File: config.mk
export PLATFORM = sky130hd
export DESIGN_NAME = usb_fs_tx_pkt_framer
export DESIGN_NICKNAME = d
export VERILOG_FILES = /design/src/rtl/usb_consts_pkg.sv /design/src/rtl/usb_fs_tx_crc16.sv /design/src/rtl/usb_fs_tx_pkt_framer.sv
export SDC_FILE = /design/constraint.sdc
export NUM_CORES = 1
export LEC_CHECK = 0
export CORE_MARGIN = 1.5
export CORE_UTILIZATION = 48
export DETAILED_ROUTE_END_ITERATION = 6
export PLACE_DENSITY = 0.76
export RECOVER_POWER = 25
export SETUP_SLACK_MARGIN = 0.4
export SLEW_MARGIN = 25
export SYNTH_ARGS = -nofsm -noshare
export SYNTH_HDL_FRONTEND = slang
export SYNTH_SLANG_ARGS = --single-unit
File: constraint.sdc
create_clock -name clk_48mhz_i -period 3.65 [get_ports clk_48mhz_i]
set_input_delay 0.9125 -clock clk_48mhz_i [delete_from_list [all_inputs] [get_ports clk_48mhz_i]]
set_output_delay 0.9125 -clock clk_48mhz_i [all_outputs]
set_load 0.1 [all_outputs]
File: src/rtl/usb_consts_pkg.sv
// Shared USB full-speed constants: PID encodings, PID classes and the CRC16 helper
// used by both the transmit framer and the receive checker.
package usb_consts_pkg;

  typedef enum logic [3:0] {
    UsbPidOut   = 4'h1,
    UsbPidAck   = 4'h2,
    UsbPidData0 = 4'h3,
    UsbPidSof   = 4'h5,
    UsbPidIn    = 4'h9,
    UsbPidNak   = 4'hA,
    UsbPidData1 = 4'hB,
    UsbPidSetup = 4'hD,
    UsbPidStall = 4'hE
  } usb_pid_e;

  // Class is carried in pid[1:0].
  typedef enum logic [1:0] {
    UsbPidTypeSpecial   = 2'b00,
    UsbPidTypeToken     = 2'b01,
    UsbPidTypeHandshake = 2'b10,
    UsbPidTypeData      = 2'b11
  } usb_pid_type_e;

  localparam logic [15:0] UsbCrc16Init     = 16'hFFFF;
  localparam logic [15:0] UsbCrc16PolyRefl = 16'hA001;
  // Good-packet remainder in x^15..x^0 order. The reflected accumulator below
  // holds the bit-reversed value (16'hB001) after a clean payload+CRC.
  localparam logic [15:0] UsbCrc16Residual = 16'h800D;

  // Byte-wide CRC16 update, data bits consumed LSB first (line order).
  function automatic logic [15:0] usb_crc16_byte(input logic [15:0] crc,
                                                 input logic [7:0]  data);
    logic [15:0] c;
    c = crc;
    for (int i = 0; i < 8; i++) begin
      if (c[0] ^ data[i]) c = (c >> 1) ^ UsbCrc16PolyRefl;
      else                c = c >> 1;
    end
    return c;
  endfunction

endpackage

File: src/rtl/usb_fs_tx_crc16.sv
// Registered CRC16 accumulator; clear wins over update.
module usb_fs_tx_crc16
  import usb_consts_pkg::*;
(
  input  logic        clk_48mhz_i,
  input  logic        rst_ni,
  input  logic        clear_i,
  input  logic        update_i,
  input  logic [7:0]  data_i,
  output logic [15:0] crc_o
);

  logic [15:0] r_crc;

  // Accumulate one payload byte per update, restart on clear.
  always_ff @(posedge clk_48mhz_i or negedge rst_ni) begin
    if (!rst_ni)       r_crc <= UsbCrc16Init;
    else if (clear_i)  r_crc <= UsbCrc16Init;
    else if (update_i) r_crc <= usb_crc16_byte(r_crc, data_i);
  end

  assign crc_o = r_crc;

endmodule

File: src/rtl/usb_fs_tx_pkt_framer.sv
// Transmit packet framer: PID byte, optional payload pulled from the protocol
// engine, then the complemented CRC16, handed to the serializer byte by byte.
//
//   state     | meaning
//   StIdle    | waiting for a start strobe
//   StPid     | presenting the PID byte
//   StFetch   | deciding: fetch next payload byte or close with CRC
//   StData    | presenting a payload byte
//   StWait    | letting the data source settle after a get
//   StCrcLo   | presenting ~crc[7:0]
//   StCrcHi   | presenting ~crc[15:8], last byte of packet
//   StWaitEop | packet handed off, waiting for the line EOP
module usb_fs_tx_pkt_framer
  import usb_consts_pkg::*;
#(
  parameter int MaxPktSizeByte = 64,
  parameter int DataLatency    = 2
) (
  input  logic       clk_48mhz_i,
  input  logic       rst_ni,
  input  logic       link_reset_i,
  input  logic       tx_pkt_start_i,
  input  logic [3:0] tx_pid_i,
  output logic       tx_pkt_end_o,
  input  logic       tx_data_avail_i,
  output logic       tx_data_get_o,
  input  logic [7:0] tx_data_i,
  output logic [7:0] byte_o,
  output logic       byte_valid_o,
  input  logic       byte_ready_i,
  output logic       byte_last_o,
  input  logic       line_eop_i,
  output logic       busy_o,
  output logic       err_overlength_o
);

  localparam int CntW = $clog2(MaxPktSizeByte + 1);
  localparam int LatW = (DataLatency > 1) ? $clog2(DataLatency) : 1;
  localparam logic [CntW-1:0] MaxCnt  = CntW'(MaxPktSizeByte);
  // Loaded at the fetch edge; reaching zero in StWait means the source has
  // had DataLatency cycles since the get pulse by the next StFetch.
  localparam logic [LatW-1:0] LatLoad = LatW'(DataLatency - 1);

  typedef enum logic [2:0] {
    StIdle, StPid, StFetch, StData, StWait, StCrcLo, StCrcHi, StWaitEop
  } state_e;

  state_e          r_state;
  logic [3:0]      r_pid;
  logic [CntW-1:0] r_cnt;
  logic [LatW-1:0] r_lat;
  logic [7:0]      r_byte;
  logic            r_valid;
  logic            r_last;
  logic            r_get;
  logic            r_err;
  logic            r_end;

  logic            w_xfer;
  logic            w_start;
  logic            w_fetch;
  logic            w_pid_data;
  logic [15:0]     w_crc;

  assign w_xfer     = r_valid & byte_ready_i;
  assign w_start    = (r_state == StIdle) & tx_pkt_start_i & ~link_reset_i;
  assign w_fetch    = (r_state == StFetch) & tx_data_avail_i & (r_cnt < MaxCnt);
  assign w_pid_data = (usb_pid_type_e'(r_pid[1:0]) == UsbPidTypeData);

  usb_fs_tx_crc16 u_crc (
    .clk_48mhz_i (clk_48mhz_i),
    .rst_ni      (rst_ni),
    .clear_i     (link_reset_i | w_start),
    .update_i    (w_fetch & ~link_reset_i),
    .data_i      (tx_data_i),
    .crc_o       (w_crc)
  );

  // Packet sequencing with registered handshake and pulse outputs.
  always_ff @(posedge clk_48mhz_i or negedge rst_ni) begin
    if (!rst_ni) begin
      r_state <= StIdle;
      r_pid   <= '0;
      r_cnt   <= '0;
      r_lat   <= '0;
      r_byte  <= '0;
      r_valid <= 1'b0;
      r_last  <= 1'b0;
      r_get   <= 1'b0;
      r_err   <= 1'b0;
      r_end   <= 1'b0;
    end else begin
      r_get <= 1'b0;
      r_err <= 1'b0;
      r_end <= 1'b0;
      if (r_lat != '0) r_lat <= r_lat - LatW'(1);
      if (link_reset_i) begin
        r_state <= StIdle;
        r_cnt   <= '0;
        r_lat   <= '0;
        r_valid <= 1'b0;
        r_last  <= 1'b0;
      end else begin
        unique case (r_state)
          StIdle: if (tx_pkt_start_i) begin
            r_pid   <= tx_pid_i;
            r_cnt   <= '0;
            r_valid <= 1'b1;
            r_last  <= (usb_pid_type_e'(tx_pid_i[1:0]) != UsbPidTypeData);
            r_state <= StPid;
          end
          StPid: if (w_xfer) begin
            r_valid <= 1'b0;
            r_last  <= 1'b0;
            r_state <= w_pid_data ? StFetch : StWaitEop;
          end
          StFetch: begin
            r_valid <= 1'b1;
            if (w_fetch) begin
              r_get   <= 1'b1;
              r_byte  <= tx_data_i;
              r_cnt   <= r_cnt + CntW'(1);
              r_lat   <= LatLoad;
              r_state <= StData;
            end else begin
              // Still-available data here can only mean the size cap was hit.
              r_err   <= tx_data_avail_i;
              r_byte  <= ~w_crc[7:0];
              r_state <= StCrcLo;
            end
          end
          StData: if (w_xfer) begin
            r_valid <= 1'b0;
            r_state <= StWait;
          end
          StWait: if (r_lat == '0) r_state <= StFetch;
          StCrcLo: if (w_xfer) begin
            r_byte  <= ~w_crc[15:8];
            r_last  <= 1'b1;
            r_state <= StCrcHi;
          end
          StCrcHi: if (w_xfer) begin
            r_valid <= 1'b0;
            r_last  <= 1'b0;
            r_state <= StWaitEop;
          end
          StWaitEop: if (line_eop_i) begin
            r_end   <= 1'b1;
            r_state <= StIdle;
          end
          default: r_state <= StIdle;
        endcase
      end
    end
  end

  assign byte_o           = (r_state == StPid) ? {~r_pid, r_pid} : r_byte;
  assign byte_valid_o     = r_valid;
  assign byte_last_o      = r_last;
  assign tx_data_get_o    = r_get;
  assign err_overlength_o = r_err;
  assign tx_pkt_end_o     = r_end;
  assign busy_o           = (r_state != StIdle);

endmodule

==> results.py, run 1 <==
metrics = {
    "outcome": {
        "outcome": "finished, violations left",
        "failing_checks": "max-capacitance violations, max-slew violations",
    },
    "floorplanning": {
        "die_area_um2": 5420,
        "die-width_um": 73.6,
        "io-pin-count": 33,
        "floorplan.die.height_um": 73.6,
        "initial_standard_cell_utilization_of_the_core": 0.503,
        "num_rows": 25,
        "core_area_um2": 4750,
    },
    "detailed_routing": {
        "route.detailed.drc": 0,
        "route.final.wire_length_mm": 5.33,
        "routedWlPerCell_um": 15.3,
        "detail_route.first_pass.iterations": 4,
        "detailroute.via_count": 1947,
        "antenna_violating_nets_left": 0,
        "detail_route.iter0.violations": 96,
        "routed_via_density": 5.58,
    },
    "critical_path": {
        "worstSetupEndpointType": "primary output",
        "startpoint_type": "register",
        "worst-r2r-cell-count": 5,
        "crit_type": "reg -> out",
        "path_max_fanout": 15,
        "r2r_end": "u_crc.crc_o[0]$_DFFE_PN1P_",
        "timing.critical_path.arrival_ns": 1.99,
        "timing.critical_path.slowest_cell_delay_ns": 0.61,
        "rr_startpoint": "u_crc.crc_o[4]$_DFFE_PN1P_",
        "critical_path.cell_chain": "nor2_1 > nand2_1 > mux2_2 > buf_4",
        "reg2reg_slack_ns": 1.54,
        "cpMaxStageDelayCell": "sky130_fd_sc_hd__dfrtp_1",
        "worst-endpoint-required_ns": 2.74,
    },
    "synthesis": {
        "netlist_top_cells_area": "sky130_fd_sc_hd__dfrtp_1 (28%), sky130_fd_sc_hd__dfstp_2 (18%), sky130_fd_sc_hd__o21ai_0 (4.8%), sky130_fd_sc_hd__xnor2_1 (4.8%), sky130_fd_sc_hd__mux2_2 (4.7%)",
        "post_synth_instance_area_um2": 2390,
        "synth-seq-area-share": 0.458,
        "synth_nets": 268,
        "netlist-cell-type-count": 42,
        "synth_area_per_cell_um2": 9.65,
        "ys_ff_latch": 43,
        "async_reset_ff_frac": 1.00,
        "postSynth.topFlopCell": "sky130_fd_sc_hd__dfrtp_1",
        "synth_cells": 248,
        "synth_top_area_cell": "sky130_fd_sc_hd__dfrtp_1",
        "synth_top_cell_area_share": 0.282,
        "synth-edff-count": 0,
        "yosys_warnings": 0,
    },
    "sta": {
        "final.setup.tns_ns": 0,
        "timing.hold.ws_ns": 0.492,
        "maxSlewViolCount": 44,
        "final_period_minus_worst_setup_slack_ns": 2.91,
        "achievable-frequency_mhz": 344,
        "report.final.hold_viol_count": 0,
        "worst-slew-pin-transition_ns": 2.21,
        "finClkSkew_ns": 0.00553,
        "worst_slew_margin_rel": -0.474,
        "rsz0062_at_grt": "no",
        "setup_viol": 0,
        "layout_worst_path_cycle_share": 0.796,
    },
    "global_route": {
        "grt_use_total": 0.212,
        "grt_pass1_wl_mm": 8.57,
        "first_global_vias": 1728,
        "gr-usage-met1": 0.306,
        "grt_max_degree": 44,
        "global_route.usage.met2": 0.311,
        "initial_antenna_violation_count": 0,
        "top_usage_layer": "met2",
        "grt.overflow.total": 0,
        "globalRouteMet3Util": 0.0494,
    },
    "clock_network": {
        "tritoncts": "yes",
        "cts_made_buffers": 5,
        "path_clk_slew_ns": 0.08,
        "cts-root-to-sink-buffers": 2,
        "clock_tree.htree_level_count": 2,
        "cts-hold-fix-buffers": 0,
        "clk-insertion-delay-late_ns": 0.31,
        "post-cts-setup-buffers": 0,
        "clock-root-buffer": "sky130_fd_sc_hd__clkbuf_8",
        "cts.sinks": 43,
        "post_cts_resized": 0,
    },
    "power_and_ir_drop": {
        "power.switching_fraction": 0.516,
        "comb_power_share": 0.565,
        "total_switching_power_mw": 1.25,
        "power_density_nw_per_um2": 842,
        "power.share.clock": 0.153,
        "ir_worst_vdd_mv": 0.407,
        "p_leak_nw": 1.22,
        "power.sequential.fraction": 0.283,
        "power_report.internal_total_mw": 1.17,
    },
    "placement": {
        "io_buffer_count": 32,
        "placed_wire_length_estimate_mm": 3.64,
        "gp_routability_congestion": 0.846,
    },
    "layout": {
        "number_of_antenna_repair_diodes": 0,
        "seqCellArea_um2": 1100,
        "drive_gt1_frac": 0.195,
        "fillCellCount": 436,
        "area_growth_syn_to_layout_pct": 19.9,
        "final_nets": 301,
        "multi_input_comb_area_um2": 1240,
    },
    "worst_hold_path": {
        "min-delay-start": "r_byte[3]$_DFFE_PN0P_",
        "whs_path_depth": 2,
        "hold_path_end": "r_byte[3]$_DFFE_PN0P_",
        "hp-class": "reg -> reg",
    },
    "job": {
        "timing.max_cap.violations": 1,
    },
}
[cells in the final DEF, fill, tap and decap left out, types with 3 or more instances in the layout]
| master | n |
|---|---|
| sky130_fd_sc_hd__nand2_1 | 28 |
| sky130_fd_sc_hd__dfrtp_1 | 27 |
| sky130_fd_sc_hd__nor2_1 | 24 |
| sky130_fd_sc_hd__clkdlybuf4s50_1 | 21 |
| sky130_fd_sc_hd__o21ai_0 | 19 |
| sky130_fd_sc_hd__a21oi_1 | 18 |
| sky130_fd_sc_hd__buf_4 | 16 |
| sky130_fd_sc_hd__dfstp_2 | 16 |
| sky130_fd_sc_hd__xnor2_1 | 13 |
| sky130_fd_sc_hd__mux2_2 | 10 |
| sky130_fd_sc_hd__nor3_1 | 7 |
| sky130_fd_sc_hd__xor2_1 | 6 |
| sky130_fd_sc_hd__a21o_1 | 6 |
| sky130_fd_sc_hd__o22a_1 | 6 |
| sky130_fd_sc_hd__nand2b_1 | 5 |
| sky130_fd_sc_hd__a211oi_1 | 5 |
| sky130_fd_sc_hd__clkbuf_8 | 5 |
| sky130_fd_sc_hd__o21ai_1 | 4 |
| sky130_fd_sc_hd__a22o_1 | 4 |
| sky130_fd_sc_hd__inv_1 | 3 |
| sky130_fd_sc_hd__a211o_1 | 3 |
[layout make-up]
cell class / count / share of cell area
clock buffers: 5 / 0.0240
well taps: 67 / 0.0292
repair buffers: 38 / 0.116
multi-input cells: 190 / 0.431
clock inverters: 3 / 0.0135
flip-flops and latches: 43 / 0.382
inverters: 3 / 0.00392
[sequential cells by signal (all words and copies together) (netlist names)]
name	cells
err_overlength_o	1
r_cnt	7
r_byte	8
r_state	3
tx_pkt_end_o	1
u_crc.crc_o	16
byte_valid_o	1
byte_last_o	1
r_pid	4
r_lat	1
[power groups by stage]
stage	clock, mW	combinational (mW)	sequential [mW]
final	0.369	1.36	0.683
after global routing	0.398	1.45	0.698
after CTS	0.378	1.37	0.682
after detailed placement	0	1.36	0.690
after global placement	0	1.35	0.686
after floorplan	0	1.05	0.717
[kinds of logic (layout without fill, tap and decap cells)]
kind of cell / after synthesis / count (layout) / share of synthesized area
adders and majority gates: 1 / 1 / 0.00523
buffers and inverters: 15 / 49 / 0.0251
xor gates and xnor gates: 23 / 23 / 0.103
and+or+nand+nor: 78 / 78 / 0.148
DFF: 43 / 43 / 0.458
muxes: 10 / 10 / 0.0470
AOI/OAI and AO/OA: 78 / 78 / 0.214
[metrics by stage]
stage | total power, mW | setup WS (ns) | util | instances | cell area [um2]
final | 2.42 | 0.743 | 0.604 | 349 | 2870
after global routing | 2.54 | 0.613 | 0.604 | 349 | 2870
after CTS | 2.43 | 0.737 | 0.604 | 349 | 2870
after detailed placement | 2.05 | 0.653 | 0.581 | 341 | 2760
after global placement | 2.04 | 0.732 | 0.581 | 341 | 2760
after floorplan | 1.76 | 0.205 | - | 248 | 2390
[cell usage after synthesis, drive strengths merged (4+ instances only)]
cell,number
xor2,8
a21oi,18
mux2,10
o21ai,23
a211oi,5
xnor2,13
nor3,7
nand2,28
o22a,7
a22o,4
a21o,6
nand2b,5
nor2,24
dfrtp,27
dfstp,16
clkbuf,11
[critical path: cells and delay by family, from the launching register on]
kind / cells / cell delay (ns)
multiplexers: 1 / 0.39
AND/OR/NAND/NOR: 2 / 0.44
buffers and inverters: 1 / 0.23
flip-flops: 1 / 0.61
[metal layers]
layer,vias to the layer above,share of wire
li1,955,-
met1,948,0.49
met2,37,0.46
met3,7,0.034
met4,0,0.016
met5,-,0
[worst max-delay path by stage]
stage                     slack (ns)                   start  cells past startpoint                    endpoint
after detailed placement        0.65            tx_data_i[4]                      6  u_crc.crc_o[0]$_DFFE_PN1P_
after global routing            0.61  r_state[1]$_DFFE_PN0P_                      4                   byte_o[0]
after floorplan                 0.21  r_state[2]$_DFFE_PN0P_                      6                   byte_o[4]
after global placement          0.73            tx_data_i[4]                      6  u_crc.crc_o[0]$_DFFE_PN1P_
after CTS                       0.74  r_state[1]$_DFFE_PN0P_                      4                   byte_o[0]
final                           0.74  r_state[1]$_DFFE_PN0P_                      4                   byte_o[0]
Note: power is estimated with default switching activity, not from simulation.
==> inputs of run 2 (changes only) <==
PLACE_DENSITY = 0.79   (was 0.76)
clock period = 2.6 ns   (was 3.65 ns; I/O delays follow)
==> results.py, run 2 (synthesis gave the netlist of run 1 again) <==
metrics = {
    "layout": {
        "drive_gt1_frac": 0.306,
        "final_area_um2": 3220,
        "stdcell_count": 368,
        "final_nets": 320,
        "mostFrequentLayoutCells": "sky130_fd_sc_hd__buf_4 (30), sky130_fd_sc_hd__nand2_1 (27), sky130_fd_sc_hd__dfrtp_1 (27)",
        "most_common_cell_after_layout_fill_and_taps_aside": "sky130_fd_sc_hd__buf_4",
        "largest_register_ffs": 16,
        "number_of_antenna_repair_diodes": 0,
        "fillCellCount": 402,
        "area_growth_syn_to_layout_pct": 34.3,
        "post-route-util": 0.676,
    },
    "clock_network": {
        "cts.sinks": 43,
        "cts_made_buffers": 5,
        "tritoncts": "yes",
        "cts-root-to-sink-buffers": 2,
        "clock-root-buffer": "sky130_fd_sc_hd__clkbuf_8",
        "cts-hold-fix-buffers": 0,
        "clk-insertion-delay-late_ns": 0.30,
        "clock_tree.htree_level_count": 2,
        "path_clk_slew_ns": 0.08,
    },
    "placement": {
        "place.detailed.instances": 356,
        "gp_routability_congestion": 0.839,
        "placed_wire_length_estimate_mm": 3.83,
        "io_buffer_count": 32,
        "placed_area_um2": 3030,
    },
    "critical_path": {
        "critical_path.cell_chain": "nor2_2 > nand2_4 > buf_4 > o21ai_4 > buf_12",
        "critPathTopFamily": "flip-flops",
        "worstSetupEndpointType": "primary output",
        "cpMaxStageDelayCell": "sky130_fd_sc_hd__dfrtp_1",
        "timing.critical_path.slowest_cell_delay_ns": 0.39,
        "crit_type": "reg -> out",
        "critical_path.n_buffers_inverters": 2,
        "worst-endpoint-required_ns": 1.95,
        "reg2reg_slack_ns": 0.61,
        "timing.critical_path.arrival_ns": 1.49,
        "startpoint_type": "register",
        "path_max_fanout": 11,
    },
    "sta": {
        "report.final.hold_viol_count": 0,
        "rsz0062_at_grt": "no",
        "achievable-frequency_mhz": 467,
        "finClkSkew_ns": 0.00997,
        "final_period_minus_worst_setup_slack_ns": 2.14,
        "worst-slew-pin-transition_ns": 1.92,
        "layout_worst_path_cycle_share": 0.823,
        "worst_slew_margin_rel": -0.281,
        "timing.hold.ws_ns": 0.490,
        "maxSlewViolCount": 38,
        "setup_viol": 0,
    },
    "detailed_routing": {
        "routedWlPerCell_um": 14.9,
        "detail_route.iter0.violations": 199,
        "route.detailed.drc": 0,
        "antenna_violating_nets_left": 0,
        "routed_via_density": 5.54,
        "route.final.wire_length_mm": 5.48,
        "detail_route.first_pass.iterations": 4,
        "detailroute.via_count": 2039,
    },
    "floorplanning": {
        "num_rows": 25,
        "die-width_um": 73.6,
        "floorplan.die.height_um": 73.6,
        "core_area_um2": 4750,
        "die_area_um2": 5420,
        "io-pin-count": 33,
        "initial_standard_cell_utilization_of_the_core": 0.503,
    },
    "worst_hold_path": {
        "hp-class": "reg -> reg",
    },
    "outcome": {
        "outcome": "finished, violations left",
        "failing_checks": "max-capacitance violations, max-slew violations",
    },
    "global_route": {
        "grt_use_total": 0.223,
        "grt.overflow.total": 0,
        "grt_max_degree": 38,
        "grt_pass1_wl_mm": 9.00,
        "initial_antenna_violation_count": 0,
        "first_global_vias": 1927,
    },
    "power_and_ir_drop": {
        "power_density_nw_per_um2": 1190,
        "ir_worst_vdd_mv": 0.921,
        "p_leak_nw": 1.42,
    },
    "job": {
        "timing.max_cap.violations": 1,
    },
}
[run 2: cell count changes in the layout (fill, tap and decap cells not counted), moves of 2 or more]
cell / delta
sky130_fd_sc_hd__buf_12: +9
sky130_fd_sc_hd__buf_4: +14
sky130_fd_sc_hd__clkdlybuf4s50_1: -9
sky130_fd_sc_hd__clkinvlp_4: +2
sky130_fd_sc_hd__dlygate4sd2_1: +2
sky130_fd_sc_hd__dlymetal6s2s_1: +3
sky130_fd_sc_hd__mux2_2: -2
sky130_fd_sc_hd__mux2_4: +2
sky130_fd_sc_hd__o21ai_1: -4
sky130_fd_sc_hd__o21ai_4: +4
sky130_fd_sc_hd__xnor2_1: -5
sky130_fd_sc_hd__xnor2_2: +5
[run 2: report_power, final]
part | internal (mW) | switching (mW)
clock | 0.188 | 0.229
combinational | 0.943 | 1.53
sequential | 0.815 | 0.128
total | 1.95 | 1.89
[run 2: per-stage QoR]
stage	power (mW)	setup TNS (ns)	setup slack (ns)
floorplan	2.63	0	0.313
global placement	3.34	0	0.0143
detailed placement	3.38	-0.0557	-0.0455
CTS	3.82	0	0.384
global route	4.04	0	0.218
finish	3.84	0	0.459
[run 2: per-layer routing]
metal,global-route usage,wire length [um],vias up
met5,0,0,-
met4,0.0905,94,0
met3,0.0453,229,10
met2,0.349,2570,55
met1,0.303,2580,983
li1,-,-,991
[run 2: worst min-delay path: stages (launching register included)]
cell and delay (ns):
sky130_fd_sc_hd__dfrtp_1 0.35, sky130_fd_sc_hd__nand2_1 0.05, sky130_fd_sc_hd__o21ai_0 0.06
[run 2: worst paths after layout]
kind                                                    to                        from  cells after the start
max in group asynchronous          byte_last_o$_DFFE_PN0P_                      rst_ni                      1
worst min register to register       r_byte[4]$_DFFE_PN0P_       r_byte[4]$_DFFE_PN0P_                      2
worst max register to register  u_crc.crc_o[0]$_DFFE_PN1P_  u_crc.crc_o[1]$_DFFE_PN1P_                      5
worst max-delay path                             byte_o[4]      r_state[1]$_DFFE_PN0P_                      5
worst min-delay path                 r_byte[4]$_DFFE_PN0P_       r_byte[4]$_DFFE_PN0P_                      2
min in group asynchronous         byte_valid_o$_DFFE_PN0P_                      rst_ni                      1
[run 2: what timing repair did]
item | 4_1_cts | 5_1_grt
buffers inserted | 1 | 3
pin swaps | 4 | 7
endpoints found under the setup margin | 14 | 13
gates resized for setup | 8 | 9
[run 2: cell type report]
cell class,count,area (um2),area share
Clock buffer,6,72.6,0.0226
Tap cell,67,83.8,0.0261
Timing Repair Buffer,57,584,0.182
Sequential cell,43,1100,0.341
Multi-Input combinational cell,190,1350,0.420
Clock inverter,2,12.5,0.00389
Inverter,3,15.0,0.00467
==> inputs of run 3 (changes only) <==
clock period = 1.94 ns   (was 2.6 ns; I/O delays follow)
==> results.py, run 3 (synthesis gave the netlist of run 1 again) <==
metrics = {
    "outcome": {
        "outcome": "finished, violations left",
        "failing_checks": "negative setup slack",
    },
    "placement": {
        "placed_area_um2": 3270,
        "placed_wire_length_estimate_mm": 4.28,
        "io_buffer_count": 32,
        "gp_routability_congestion": 0.830,
    },
    "floorplanning": {
        "initial_standard_cell_utilization_of_the_core": 0.503,
        "num_rows": 25,
        "floorplan.die.height_um": 73.6,
        "core_area_um2": 4750,
        "die_area_um2": 5420,
        "io-pin-count": 33,
        "die-width_um": 73.6,
    },
    "power_and_ir_drop": {
        "ir_worst_vdd_mv": 1.23,
        "post-layout-total-power_mw": 6.42,
        "power_density_nw_per_um2": 1630,
        "p_leak_nw": 1.73,
    },
    "worst_hold_path": {
        "hp-class": "in -> async",
    },
    "critical_path": {
        "critical_path.cell_chain": "buf_6 > buf_12 > buf_8 > and4b_1 > a31oi_2 > a21boi_4 > a21oi_1 > a311oi_1",
        "rr_startpoint": "r_state[0]$_DFFE_PN0P_",
        "timing.critical_path.arrival_ns": 2.19,
        "cp.depth": 8,
        "worstSetupEndpointType": "register",
        "cpMaxStageDelayCell": "sky130_fd_sc_hd__dfrtp_2",
        "worst-endpoint-required_ns": 2.13,
        "reg2reg_slack_ns": -0.07,
        "path_max_fanout": 5,
        "critPathTopFamily": "compound AO/OA/AOI/OAI gates",
        "timing.critical_path.slowest_cell_delay_ns": 0.46,
        "crit_type": "reg -> reg",
        "startpoint_type": "register",
        "worst-r2r-cell-count": 8,
        "r2r_end": "r_state[2]$_DFFE_PN0P_",
        "endpoint": "r_state[2]$_DFFE_PN0P_",
        "cp-startpoint": "r_state[0]$_DFFE_PN0P_",
        "critical_path.n_buffers_inverters": 3,
    },
    "clock_network": {
        "clock-root-buffer": "sky130_fd_sc_hd__clkbuf_8",
        "cts-root-to-sink-buffers": 2,
        "path_clk_slew_ns": 0.09,
        "cts_made_buffers": 5,
        "cts.sinks": 43,
        "clk-insertion-delay-late_ns": 0.31,
        "tritoncts": "yes",
        "clock_tree.htree_level_count": 2,
    },
    "sta": {
        "rsz0062_at_grt": "yes",
        "achievable-frequency_mhz": 498,
        "maxSlewViolCount": 0,
        "layout_worst_path_cycle_share": 1.03,
        "worst-slew-pin-transition_ns": 0.808,
        "worst_slew_margin_rel": 0.461,
        "worst_slack_ns": -0.0668,
        "report.final.hold_viol_count": 0,
        "finClkSkew_ns": 0.00809,
        "final_period_minus_worst_setup_slack_ns": 2.01,
        "setup_viol": 11,
    },
    "detailed_routing": {
        "routedWlPerCell_um": 22.8,
        "route.detailed.drc": 0,
        "detailroute.via_count": 2617,
        "route.final.wire_length_mm": 9.31,
        "antenna_violating_nets_left": 0,
        "routed_via_density": 6.40,
        "detail_route.iter0.violations": 277,
        "detail_route.first_pass.iterations": 5,
    },
    "layout": {
        "area_growth_syn_to_layout_pct": 64.2,
        "final_area_um2": 3930,
        "most_common_cell_after_layout_fill_and_taps_aside": "sky130_fd_sc_hd__buf_4",
        "fillCellCount": 210,
        "mostFrequentLayoutCells": "sky130_fd_sc_hd__buf_4 (42), sky130_fd_sc_hd__dfrtp_1 (23), sky130_fd_sc_hd__nand2_1 (22)",
        "drive_gt1_frac": 0.493,
        "largest_register_ffs": 16,
        "final_nets": 360,
    },
    "job": {
        "timing.max_cap.violations": 0,
    },
    "global_route": {
        "grt_max_degree": 21,
        "initial_antenna_violation_count": 1,
        "first_global_vias": 2511,
        "grt_pass1_wl_mm": 13.7,
        "grt.overflow.total": 0,
        "grt_use_total": 0.345,
    },
}
run 3: through the flow:
step	util	setup TNS (ns)	worst slack [ns]	std cells	hold slack, ns
2_1_floorplan	-	-0.753	-0.181	248	0.189
5_1_grt	0.826	-0.898	-0.102	408	0.268
4_1_cts	0.809	-0.0623	-0.0149	405	0.0683
3_5_place_dp	0.688	-5.36	-0.338	370	0.398
3_3_place_gp	0.688	-3.62	-0.319	370	0.398
6_report	0.827	-0.525	-0.0668	409	0.232
run 3: area by class of cell:
cell class	instances	area (um2)	share of cell area
Tap cell	67	83.8	0.0213
Inverter	3	13.8	0.00350
Sequential cell	43	1110	0.281
Multi-Input combinational cell	191	1610	0.409
Clock inverter	1	6.26	0.00159
Clock buffer	7	76.3	0.0194
Antenna cell	1	2.50	0.000637
Timing Repair Buffer	96	1030	0.263
run 3: worst reg2reg max path: stages (launching register included):
cell and delay [ns]:
sky130_fd_sc_hd__dfrtp_2 0.46, sky130_fd_sc_hd__buf_6 0.16, sky130_fd_sc_hd__buf_12 0.13, sky130_fd_sc_hd__buf_8 0.12
sky130_fd_sc_hd__and4b_1 0.20, sky130_fd_sc_hd__a31oi_2 0.18, sky130_fd_sc_hd__a21boi_4 0.24, sky130_fd_sc_hd__a21oi_1 0.10
sky130_fd_sc_hd__a311oi_1 0.30
run 3: layer usage:
layer  vias up  wire, um  GRT usage
li1       1073         -          -
met1      1300      3580      0.441
met3        54       762     0.0741
met2       190      4530      0.554
met5         -         0          0
met4         0       431      0.169
run 3: how the worst min path moves through the flow:
stage / endpoint / slack (ns)
floorplan: byte_last_o$_DFFE_PN0P_ / 0.19
global placement: r_state[2]$_DFFE_PN0P_ / 0.40
detailed placement: tx_pkt_end_o$_DFF_PN0_ / 0.40
CTS: err_overlength_o$_DFF_PN0_ / 0.07
global route: r_cnt[0]$_DFFE_PN0P_ / 0.27
finish: byte_valid_o$_DFFE_PN0P_ / 0.23
run 3: repair_timing:
item | in CTS | in global routing
endpoints found under the setup margin | 48 | 49
buffers inserted | 23 | 3
resized for setup | 89 | 13
gates cloned | 4 | 0
pin swaps | 23 | 6
hold buffers | 0 | 0
run 3: report_power, final:
group          switching, mW  internal [mW]
clock network          0.327          0.256
registers              0.245           1.10
logic                   2.61           1.89
